### src/rtl/vga_timing_pkg.sv
// Shared 640x480@60 VGA timing constants and the screen-coordinate type.
// Overlay stages import this package for their screen bounds.
package vga_timing_pkg;

    localparam int unsigned H_DISPLAY = 640;
    localparam int unsigned H_FRONT   = 16;
    localparam int unsigned H_SYNC    = 96;
    localparam int unsigned H_BACK    = 48;

    localparam int unsigned V_DISPLAY = 480;
    localparam int unsigned V_FRONT   = 10;
    localparam int unsigned V_SYNC    = 2;
    localparam int unsigned V_BACK    = 33;

    localparam int unsigned H_TOTAL      = H_DISPLAY + H_FRONT + H_SYNC + H_BACK;
    localparam int unsigned V_TOTAL      = V_DISPLAY + V_FRONT + V_SYNC + V_BACK;
    localparam int unsigned H_SYNC_START = H_DISPLAY + H_FRONT;
    localparam int unsigned H_SYNC_END   = H_SYNC_START + H_SYNC;
    localparam int unsigned V_SYNC_START = V_DISPLAY + V_FRONT;
    localparam int unsigned V_SYNC_END   = V_SYNC_START + V_SYNC;

    localparam int unsigned COUNT_W = 10;

    typedef logic [COUNT_W-1:0] count_t;

    // Half-open window test: lo <= c < hi.
    function automatic logic in_window(input count_t c, input int unsigned lo,
                                       input int unsigned hi);
        return (32'(c) >= lo) && (32'(c) < hi);
    endfunction

endpackage

### src/rtl/vga_axis_counter.sv
// Modulo position counter for one screen axis, with a wrap strobe and a
// sync-window decode of the value the counter is about to take.
module vga_axis_counter
    import vga_timing_pkg::*;
#(
    parameter int unsigned TOTAL      = H_TOTAL,
    parameter int unsigned SYNC_START = H_SYNC_START,
    parameter int unsigned SYNC_END   = H_SYNC_END
) (
    input  logic   clk_i,
    input  logic   rst_ni,
    input  logic   en_i,
    output count_t count_o,
    output count_t count_next_o,
    output logic   wrap_o,
    output logic   sync_next_o
);

    localparam count_t Last = count_t'(TOTAL - 1);

    count_t count_q, count_d;

    always_comb begin
        count_d = count_q;
        wrap_o  = en_i && (count_q == Last);
        if (en_i) begin
            count_d = wrap_o ? '0 : count_q + count_t'(1);
        end
    end

    always_ff @(posedge clk_i) begin
        if (!rst_ni) begin
            count_q <= '0;
        end else begin
            count_q <= count_d;
        end
    end

    // Decoding the next value lets the caller register sync on the same edge
    // the count changes, so both move together.
    assign sync_next_o  = in_window(count_d, SYNC_START, SYNC_END);
    assign count_next_o = count_d;
    assign count_o      = count_q;

endmodule

### src/rtl/vga_sync_gen.sv
// VGA raster timing: pixel-rate divider, H/V position counters, registered
// active-low syncs and visible-area flag, plus the end-of-frame strobe.
module vga_sync_gen #(
    parameter int unsigned CLK_DIV   = 2,
    parameter int unsigned H_DISPLAY = vga_timing_pkg::H_DISPLAY,
    parameter int unsigned H_FRONT   = vga_timing_pkg::H_FRONT,
    parameter int unsigned H_SYNC    = vga_timing_pkg::H_SYNC,
    parameter int unsigned H_BACK    = vga_timing_pkg::H_BACK,
    parameter int unsigned V_DISPLAY = vga_timing_pkg::V_DISPLAY,
    parameter int unsigned V_FRONT   = vga_timing_pkg::V_FRONT,
    parameter int unsigned V_SYNC    = vga_timing_pkg::V_SYNC,
    parameter int unsigned V_BACK    = vga_timing_pkg::V_BACK
) (
    input  logic       clk,
    input  logic       rst_n,
    output logic [9:0] HCount,
    output logic [9:0] VCount,
    output logic       hsync,
    output logic       vsync,
    output logic       video_on,
    output logic       pixel_tick,
    output logic       frame_end
);

    import vga_timing_pkg::*;

    localparam int unsigned HTotal     = H_DISPLAY + H_FRONT + H_SYNC + H_BACK;
    localparam int unsigned VTotal     = V_DISPLAY + V_FRONT + V_SYNC + V_BACK;
    localparam int unsigned HSyncStart = H_DISPLAY + H_FRONT;
    localparam int unsigned VSyncStart = V_DISPLAY + V_FRONT;

    // A one-bit divider that never leaves 0 keeps pixel_tick high for CLK_DIV = 1.
    localparam int unsigned   DivW    = (CLK_DIV > 1) ? $clog2(CLK_DIV) : 1;
    localparam logic [DivW-1:0] DivLast = DivW'(CLK_DIV - 1);

    logic [DivW-1:0] div_q, div_d;

    count_t h_count, h_next, v_count, v_next;
    logic   h_wrap, v_wrap, h_sync_next, v_sync_next;
    logic   hsync_q, vsync_q, video_on_q;
    logic   hsync_d, vsync_d, video_on_d;

    assign pixel_tick = (div_q == DivLast);

    always_comb begin
        div_d = div_q + DivW'(1);
        if (pixel_tick) begin
            div_d = '0;
        end
    end

    vga_axis_counter #(
        .TOTAL      (HTotal),
        .SYNC_START (HSyncStart),
        .SYNC_END   (HSyncStart + H_SYNC)
    ) u_h_counter (
        .clk_i        (clk),
        .rst_ni       (rst_n),
        .en_i         (pixel_tick),
        .count_o      (h_count),
        .count_next_o (h_next),
        .wrap_o       (h_wrap),
        .sync_next_o  (h_sync_next)
    );

    vga_axis_counter #(
        .TOTAL      (VTotal),
        .SYNC_START (VSyncStart),
        .SYNC_END   (VSyncStart + V_SYNC)
    ) u_v_counter (
        .clk_i        (clk),
        .rst_ni       (rst_n),
        .en_i         (h_wrap),
        .count_o      (v_count),
        .count_next_o (v_next),
        .wrap_o       (v_wrap),
        .sync_next_o  (v_sync_next)
    );

    always_comb begin
        hsync_d    = ~h_sync_next;
        vsync_d    = ~v_sync_next;
        video_on_d = (h_next < count_t'(H_DISPLAY)) && (v_next < count_t'(V_DISPLAY));
    end

    always_ff @(posedge clk) begin
        if (!rst_n) begin
            div_q      <= '0;
            hsync_q    <= 1'b1;
            vsync_q    <= 1'b1;
            video_on_q <= 1'b0;
        end else begin
            div_q      <= div_d;
            hsync_q    <= hsync_d;
            vsync_q    <= vsync_d;
            video_on_q <= video_on_d;
        end
    end

    // The V wrap already requires pixel_tick and the H wrap, so it is exactly
    // the last-pixel-of-frame condition.
    assign frame_end = v_wrap;
    assign HCount    = h_count;
    assign VCount    = v_count;
    assign hsync     = hsync_q;
    assign vsync     = vsync_q;
    assign video_on  = video_on_q;

endmodule

### config.mk
export PLATFORM = sky130hd
export DESIGN_NAME = vga_sync_gen
export DESIGN_NICKNAME = d
export VERILOG_FILES = /design/src/rtl/vga_timing_pkg.sv /design/src/rtl/vga_axis_counter.sv /design/src/rtl/vga_sync_gen.sv
export SDC_FILE = /design/constraint.sdc
export NUM_CORES = 1
export LEC_CHECK = 0
export BUFFER_PORTS_ARGS = -buffer_cell sky130_fd_sc_hd__buf_2
export CORE_MARGIN = 2
export CORE_UTILIZATION = 54
export CTS_CLUSTER_SIZE = 28
export DETAILED_ROUTE_END_ITERATION = 10
export PLACE_DENSITY = 0.78
export SYNTH_ARGS = -nofsm -noshare
export SYNTH_HDL_FRONTEND = slang
export SYNTH_SLANG_ARGS = --single-unit
export TNS_END_PERCENT = 5
### constraint.sdc
create_clock -name clk -period 2.75 [get_ports clk]
set_input_delay 0.275 -clock clk [delete_from_list [all_inputs] [get_ports clk]]
set_output_delay 0.275 -clock clk [all_outputs]
set_load 0.02 [all_outputs]
==> results.yml, run 1 <==
sta:
  setup_viol: 0
  worst_slack_ns: 0.1722
  finalHoldViolCount: 0
  max_freq_ghz: 0.3879
  fin_crit_ns: 2.578
  drv_slew: 0
  worst_pin_slew_ns: 0.6244
  setup_tns_ns: 0
  slew_headroom_pct: 57.99
  timing.hold.ws_ns: 0.3104
  rsz0062_at_grt: "false"
  skew_ns: 0.004390
  post-route-period-util_pct: 93.74
clock_tree:
  cts_sinks: 24
  htree_levels: 1
  ctsHoldBuffers: 0
  clkTransAtPathRegs_ns: 0.13
  cts_root_buf: "clkbuf_4"
  post_cts_resized: 0
  cts.path.max_buffers: 2
  post-cts-setup-buffers: 0
  cts_tree: "built"
  cts_buffers: 3
  clkLatencyLatePin_ns: 0.32
global_routing:
  grt_pass1_vias: 995
  grt_max_degree: 15
  gr-total-overflow: 0
  grt_pass1_wl_um: 4802
  antenna_found_initial: 0
  grt_usage_pct: 23.22
drt:
  met3_length_um: 145
  top_layer_used: "met4"
  drt_wl_total_um: 3052
  viasPerCell: 5.646
  via_count: 1163
  ant_nets: 0
  wirelength_met1_um: 1412
  drt_drc_violations_left: 0
  drt_pass1_iterations: 4
  wl_per_cell_um: 14.82
  drtIter0Drc: 35
  met2WireLength_um: 1428
placement:
  numPortBuffers: 26
  globalplace.congestion: 0.8596
  pre_cts_slack_ns: 0.4195
  place_area_um2: 1463
  dp_hpwl_um: 2240
yosys:
  synth_commonest_cells: "dfxtp_1, nor2_1, nand2_1, xnor2_1, nand4_1"
  synth_most_common_cell: "dfxtp_1"
  synthDominantCellAreaShare_pct: 35.46
  yosys.area.top_type: "dfxtp_1"
  synth_area_um2: 1355
  synthDistinctLibCells: 44
  ys.flop_type: "dfxtp_1"
  synth-warning-count: 0
  ys_async_sr_fraction_pct: 0
  synthCells: 156
  synth_edf_count: 0
  syn_avg_cell_area_um2: 8.686
  synth_nets: 161
  ys_ff_latch: 24
  yosys-top-cells-area: "dfxtp_1, xnor2_1, nor2_1, nand4_1, nand2_1"
  ys_seq_area_share_pct: 35.46
floorplan:
  die_w_um: 54.10
  coreArea_um2: 2432
  io_pins: 27
  row_count: 18
  die-area_um2: 2926
  die_h_um: 54.10
  initial_utilization_pct: 55.71
critical_path:
  worstSetupPathType: "reg2out"
  cp-end-kind: "primary output"
  reg2reg_from: "u_v_counter.count_o[1]"
  cp.arrival_ns: 2.30
  cp-startpoint: "u_h_counter.count_o[0]"
  cp-start-kind: "register"
  cp.required_ns: 2.48
  rrSetupSlack_ns: 0.37
  endpoint: "frame_end"
  path_max_fanout: 9
  r2r_end: "vsync"
  ff2ff_path_depth: 6
final_layout:
  diodes: 0
  drive_gt1_share_pct: 23.30
  finish.instance_area_um2: 1515
  nFillCells: 223
  nNetsFinal: 182
  syn_to_final_growth_pct: 11.82
  final_util_pct: 62.29
status:
  status: "complete, no violations"
power:
  power_density_nw_per_um2: 422.6
  ir_worst_vdd_mv: 0.2966
  p_leak_uw: 0.0006080
hold_path:
  min_path_type: "in2reg"
run:
  drv_cap: 0
where the power goes:
part	switching (µW)	internal [µW]
Combinational	15.0	9.46
Sequential	5.48	352
Clock	111	148
Total	132	509
state kept, by name, summed over array words and instances (netlist names):
name	cells
pixel_tick	1
hsync	1
u_h_counter.count_o	10
vsync	1
video_on	1
u_v_counter.count_o	10
cells in the final DEF (no fill, tap or decap), types with 2 or more instances in the layout:
cell,n
buf_2,26
dfxtp_1,24
nor2_1,17
nand2_1,11
xnor2_1,11
nand4_1,8
and2_1,6
a21oi_1,6
inv_1,4
nor3_1,4
nand3_1,4
nor2b_1,4
nor4_1,4
and4_1,3
xor2_1,3
o21ai_0,3
ha_1,3
clkbuf_4,3
nand2b_1,2
o31ai_1,2
o21bai_1,2
o211ai_1,2
nor3_2,2
metrics by stage:
step | power (µW) | cells
2_1_floorplan | 381.6 | 156
3_3_place_gp | 389.7 | 202
3_5_place_dp | 389.7 | 202
4_1_cts | 645.7 | 206
5_1_grt | 662.7 | 206
6_report | 640.4 | 206
per-layer routing:
metal | GRT usage, % | vias to the layer above
li1 | - | 592
met1 | 31.35 | 528
met2 | 35.57 | 35
met3 | 5.000 | 8
met4 | 10.00 | 0
met5 | 0 | -
worst max-delay path, stage by stage (launching register included):
cell	delay [ns]
dfxtp_1	0.42
ha_1	0.24
nand4_2	0.21
or3_1	0.63
nor2_1	0.28
buf_2	0.21
worst min-delay path by stage:
stage | startpoint | to | slack (ns) | cells after the start
after floorplan | rst_n | u_h_counter.count_o[3] | 0.46 | 2
after global placement | u_h_counter.count_o[1] | u_h_counter.count_o[1] | 0.50 | 2
after detailed placement | u_h_counter.count_o[1] | u_h_counter.count_o[1] | 0.52 | 2
after CTS | rst_n | u_h_counter.count_o[8] | 0.31 | 2
after global routing | rst_n | u_h_counter.count_o[9] | 0.31 | 2
final | rst_n | u_h_counter.count_o[6] | 0.31 | 2
final cells by class:
class / count / area, µm² / share of cell area [%]
clock inverter: 1 / 30.03 / 1.982
multi-input combinational: 117 / 792.0 / 52.27
clock buffer: 3 / 22.52 / 1.486
sequential: 24 / 480.5 / 31.71
inverter: 4 / 15.01 / 0.9909
tap: 30 / 37.54 / 2.477
timing repair buffer: 27 / 137.6 / 9.083
cell families after synthesis:
logic type,count (synthesis),share of synthesized area (%)
flops,24,35.46
xor+xnor,14,9.049
mux,1,0.7387
buf+inv,15,6.094
simple gates,77,33.52
fa+ha+maj,3,2.770
compound gates,22,12.37
Power figures use the tool's default switching activity.
==> inputs of run 2 (changes only) <==
==> constraint.sdc (replaced) <==
create_clock -name clk -period 2.55 [get_ports clk]
set_input_delay 0.255 -clock clk [delete_from_list [all_inputs] [get_ports clk]]
set_output_delay 0.255 -clock clk [all_outputs]
set_load 0.02 [all_outputs]
==> results.yml, run 2 (synthesis gave the netlist of run 1 again) <==
sta:
  setup_viol: 0
  slew_headroom_pct: 58.05
  skew_ns: 0.007224
  worst_pin_slew_ns: 0.6235
  setup_tns_ns: 0
  max_freq_ghz: 0.4191
  drv_slew: 0
  timing.hold.ws_ns: 0.3089
  post-route-period-util_pct: 93.56
  fin_crit_ns: 2.386
  rsz0062_at_grt: "false"
  finalHoldViolCount: 0
power:
  swShare_pct: 22.86
  ir_worst_vdd_mv: 0.2621
  clkPwrFrac_pct: 28.5
  p_seq_share_pct: 66.2
  p_comb_share_pct: 5.3
  power_density_nw_per_um2: 382.8
  power_switching_uw: 132.3
  p_leak_uw: 0.0006061
  internal_power_uw: 446.3
critical_path:
  max_stage_delay_ns: 0.53
  crit_buf_inv: 1
  worstSetupPathType: "reg2out"
  path_max_fanout: 9
  cp-end-kind: "primary output"
  cp-start-kind: "register"
  cp.arrival_ns: 2.13
  worst_path_max_delay_cell: "or3_4"
  cp_cell_sequence: "ha_1 > nand4_2 > or3_4 > nor2_1 > buf_2"
  cp.required_ns: 2.30
  critPathTopFamily: "simple AND/OR/NAND/NOR gates"
clock_tree:
  clkTransAtPathRegs_ns: 0.13
  cts.path.max_buffers: 2
  ctsHoldBuffers: 0
  cts_buffers: 3
  cts_tree: "built"
  cts_sinks: 24
  post-cts-setup-buffers: 0
  cts_root_buf: "clkbuf_4"
  htree_levels: 1
  clkLatencyLatePin_ns: 0.31
drt:
  drt_pass1_iterations: 4
  viasPerCell: 5.778
  drt_wl_total_um: 2928
  via_count: 1196
  drt_drc_violations_left: 0
  drtIter0Drc: 27
  ant_nets: 0
  wl_per_cell_um: 14.14
final_layout:
  nNetsFinal: 184
  drive_gt1_share_pct: 24.86
  layout_common_cells: "buf_2, dfxtp_1, nor2_1"
  final_common_cell: "buf_2"
  syn_to_final_growth_pct: 11.54
  diodes: 0
  nFillCells: 235
floorplan:
  die_h_um: 54.10
  io_pins: 27
  row_count: 18
  die-area_um2: 2926
  initial_utilization_pct: 55.71
  die_w_um: 54.10
  coreArea_um2: 2432
global_routing:
  gr-total-overflow: 0
  grt_pass1_vias: 1031
  grt_max_degree: 14
  antenna_found_initial: 0
  grt_pass1_wl_um: 4705
  grt_usage_pct: 22.04
hold_path:
  min_path_type: "in2reg"
placement:
  dp_hpwl_um: 2164
  globalplace.congestion: 0.8751
  numPortBuffers: 26
run:
  drv_cap: 0
status:
  status: "complete, no violations"
[run 2: final timing paths]
path,from,cells past startpoint,end,slack [ns]
hold / removal,rst_n,2,u_h_counter.count_o[6],0.31
hold reg to reg,u_h_counter.count_o[1],2,u_h_counter.count_o[1],0.54
setup reg to reg,u_v_counter.count_o[0],6,vsync,0.32
setup / recovery,u_h_counter.count_o[0],5,frame_end,0.16
[run 2: layout make-up]
| cell class | count | area, µm² | area share, % |
|---|---|---|---|
| Tap cell | 30 | 37.54 | 2.483 |
| Timing Repair Buffer | 29 | 152.6 | 10.10 |
| Clock buffer | 3 | 22.52 | 1.490 |
| Sequential cell | 24 | 480.5 | 31.79 |
| Multi-Input combinational cell | 117 | 803.3 | 53.15 |
| Inverter | 4 | 15.01 | 0.9934 |
[run 2: per-stage QoR]
step	area, µm²	std cells	util, %	power (µW)	worst slack, ns
after floorplan	1355	156	-	411.5	0.4550
after global placement	1478	204	60.75	422.1	0.2465
after detailed placement	1478	204	60.75	422.1	0.1708
after CTS	1500	207	61.68	579.5	0.04854
after global routing	1511	207	62.14	597.1	0.05355
final	1511	207	62.14	578.5	0.1641
[run 2: metal layers]
layer | global-route usage [%] | vias to the layer above | share of wire (%)
li1 | - | 602 | -
met1 | 32.60 | 551 | 48
met2 | 30.69 | 34 | 45
met3 | 3.333 | 9 | 4.5
met4 | 10.83 | 0 | 2.0
met5 | 0 | - | 0
[run 2: power by group through the flow]
stage / logic (µW) / clock network, µW / registers [µW]
3_3_place_gp: 31.1 / 0 / 391
2_1_floorplan: 15.3 / 0 / 396
5_1_grt: 33.9 / 179 / 384
3_5_place_dp: 30.7 / 0 / 391
4_1_cts: 31.1 / 165 / 383
6_report: 30.8 / 165 / 383
[run 2: what timing repair did]
action,4_1_cts,5_1_grt
resized for setup,0,2
hold endpoints to repair,0,0
endpoints found under the setup margin,0,2
==> inputs of run 3 (changes only) <==
--- a/config.mk
+++ b/config.mk
@@ -6,7 +6,7 @@
 export NUM_CORES = 1
 export LEC_CHECK = 0
 export BUFFER_PORTS_ARGS = -buffer_cell sky130_fd_sc_hd__buf_2
-export CORE_MARGIN = 2
+export CORE_MARGIN = 4
 export CORE_UTILIZATION = 54
 export CTS_CLUSTER_SIZE = 28
 export DETAILED_ROUTE_END_ITERATION = 10
==> results.yml, run 3 (synthesis gave the netlist of run 1 again) <==
hold_path:
  min_path_type: "in2reg"
  hold_end: "u_h_counter.count_o[1]"
  min_path_cells: 2
  holdCritStartpoint: "rst_n"
critical_path:
  cp-start-kind: "register"
  cp-end-kind: "primary output"
  worstSetupPathType: "reg2out"
  r2r_end: "vsync"
  rrSetupSlack_ns: 0.17
  cp.arrival_ns: 2.13
  reg2reg_from: "u_v_counter.count_o[1]"
  cp.required_ns: 2.30
  path_max_fanout: 9
  ff2ff_path_depth: 6
clock_tree:
  htree_levels: 1
  cts_buffers: 3
  cts_sinks: 24
  cts.path.max_buffers: 2
  post-cts-setup-buffers: 0
  clkTransAtPathRegs_ns: 0.14
  cts_root_buf: "clkbuf_4"
  cts_tree: "built"
  clkLatencyLatePin_ns: 0.33
power:
  power_density_nw_per_um2: 455.6
  p_comb_share_pct: 3.9
  power_switching_uw: 146.5
  internal_power_uw: 549.0
  p_leak_uw: 0.0006106
  p_seq_share_pct: 55.4
  ir_worst_vdd_mv: 0.3165
  swShare_pct: 21.06
  p_total_uw: 695.5
  clkPwrFrac_pct: 40.7
floorplan:
  die-area_um2: 3375
  initial_utilization_pct: 58.99
  die_h_um: 58.10
  coreArea_um2: 2297
  row_count: 17
  io_pins: 27
  die_w_um: 58.10
drt:
  ant_nets: 0
  drtIter0Drc: 58
  via_count: 1216
  viasPerCell: 5.961
  drt_pass1_iterations: 4
  wl_per_cell_um: 15.08
  drt_drc_violations_left: 0
  drt_wl_total_um: 3077
placement:
  numPortBuffers: 26
  placed_cells: 200
  dp_hpwl_um: 2278
  globalplace.congestion: 0.9131
sta:
  fin_crit_ns: 2.384
  finalHoldViolCount: 0
  setup_viol: 0
  rsz0062_at_grt: "false"
  drv_slew: 0
  timing.hold.ws_ns: 0.2766
  slew_headroom_pct: 59.29
  skew_ns: 0.007164
  max_freq_ghz: 0.4195
  post-route-period-util_pct: 93.47
  setup_tns_ns: 0
  worst_pin_slew_ns: 0.6050
final_layout:
  final_common_cell: "buf_2"
  fin_cells: 204
  multi_input_area_um2: 805.8
  layout_common_cells: "buf_2, dfxtp_1, nor2_1"
  nNetsFinal: 182
  final_util_pct: 66.45
  diodes: 0
  seqCellArea_um2: 480.5
  nFillCells: 205
  drive_gt1_share_pct: 23.86
  syn_to_final_growth_pct: 12.65
global_routing:
  grt_pass1_wl_um: 5188
  gr-total-overflow: 0
  antenna_found_initial: 0
  grt_max_degree: 15
  grt_pass1_vias: 1049
  grt_usage_pct: 19.55
run:
  drv_cap: 0
status:
  status: "complete, no violations"
## run 3: worst max-delay path by stage
stage                endpoint  depth (start not counted)  slack (ns)                   start
floorplan               vsync                          6        0.45  u_v_counter.count_o[1]
global placement        vsync                          6        0.21  u_v_counter.count_o[1]
detailed placement      vsync                          6        0.24  u_v_counter.count_o[1]
CTS                 frame_end                          5        0.02  u_h_counter.count_o[0]
global route        frame_end                          5        0.02  u_h_counter.count_o[0]
finish              frame_end                          5        0.17  u_h_counter.count_o[0]
## run 3: final cells by class
type | instances | area share (%)
sequential | 24 | 31.48
inverter | 4 | 0.9836
tap | 28 | 2.295
timing repair buffer | 27 | 9.016
clock inverter | 1 | 1.967
clock buffer | 3 | 1.475
multi-input combinational | 117 | 52.79
## run 3: per-stage QoR
| step | worst slack (ns) | cell area [µm²] |
|---|---|---|
| after detailed placement | 0.2432 | 1460 |
| after CTS | 0.02051 | 1513 |
| final | 0.1664 | 1526 |
| after global routing | 0.02069 | 1526 |
| after floorplan | 0.4550 | 1355 |
| after global placement | 0.2118 | 1460 |
## run 3: power groups by stage
stage / Clock, µW / Combinational, µW / Sequential (µW)
final: 283 / 27.1 / 386
after global routing: 298 / 29.6 / 387
after global placement: 0 / 27.2 / 393
after floorplan: 0 / 15.3 / 396
after CTS: 281 / 27.2 / 385
after detailed placement: 0 / 27.1 / 393
## run 3: critical path: stages, from the launching register on
cell and delay, ns:
dfxtp_1 0.41, ha_1 0.28, nand4_4 0.17, or3_4 0.51, nor2_1 0.21, buf_2 0.20
## run 3: timing repair
action / 4_1_cts / 5_1_grt
gates resized for setup: 0 / 2
hold buffers: 0 / 0
setup endpoints to repair: 0 / 1
## run 3: routing by layer
layer	routed length [µm]	up-vias	global-route usage, %
met2	1333	45	28.23
met3	216	5	3.118
met4	43	0	5.960
li1	-	596	-
met1	1484	570	29.46
met5	0	-	0
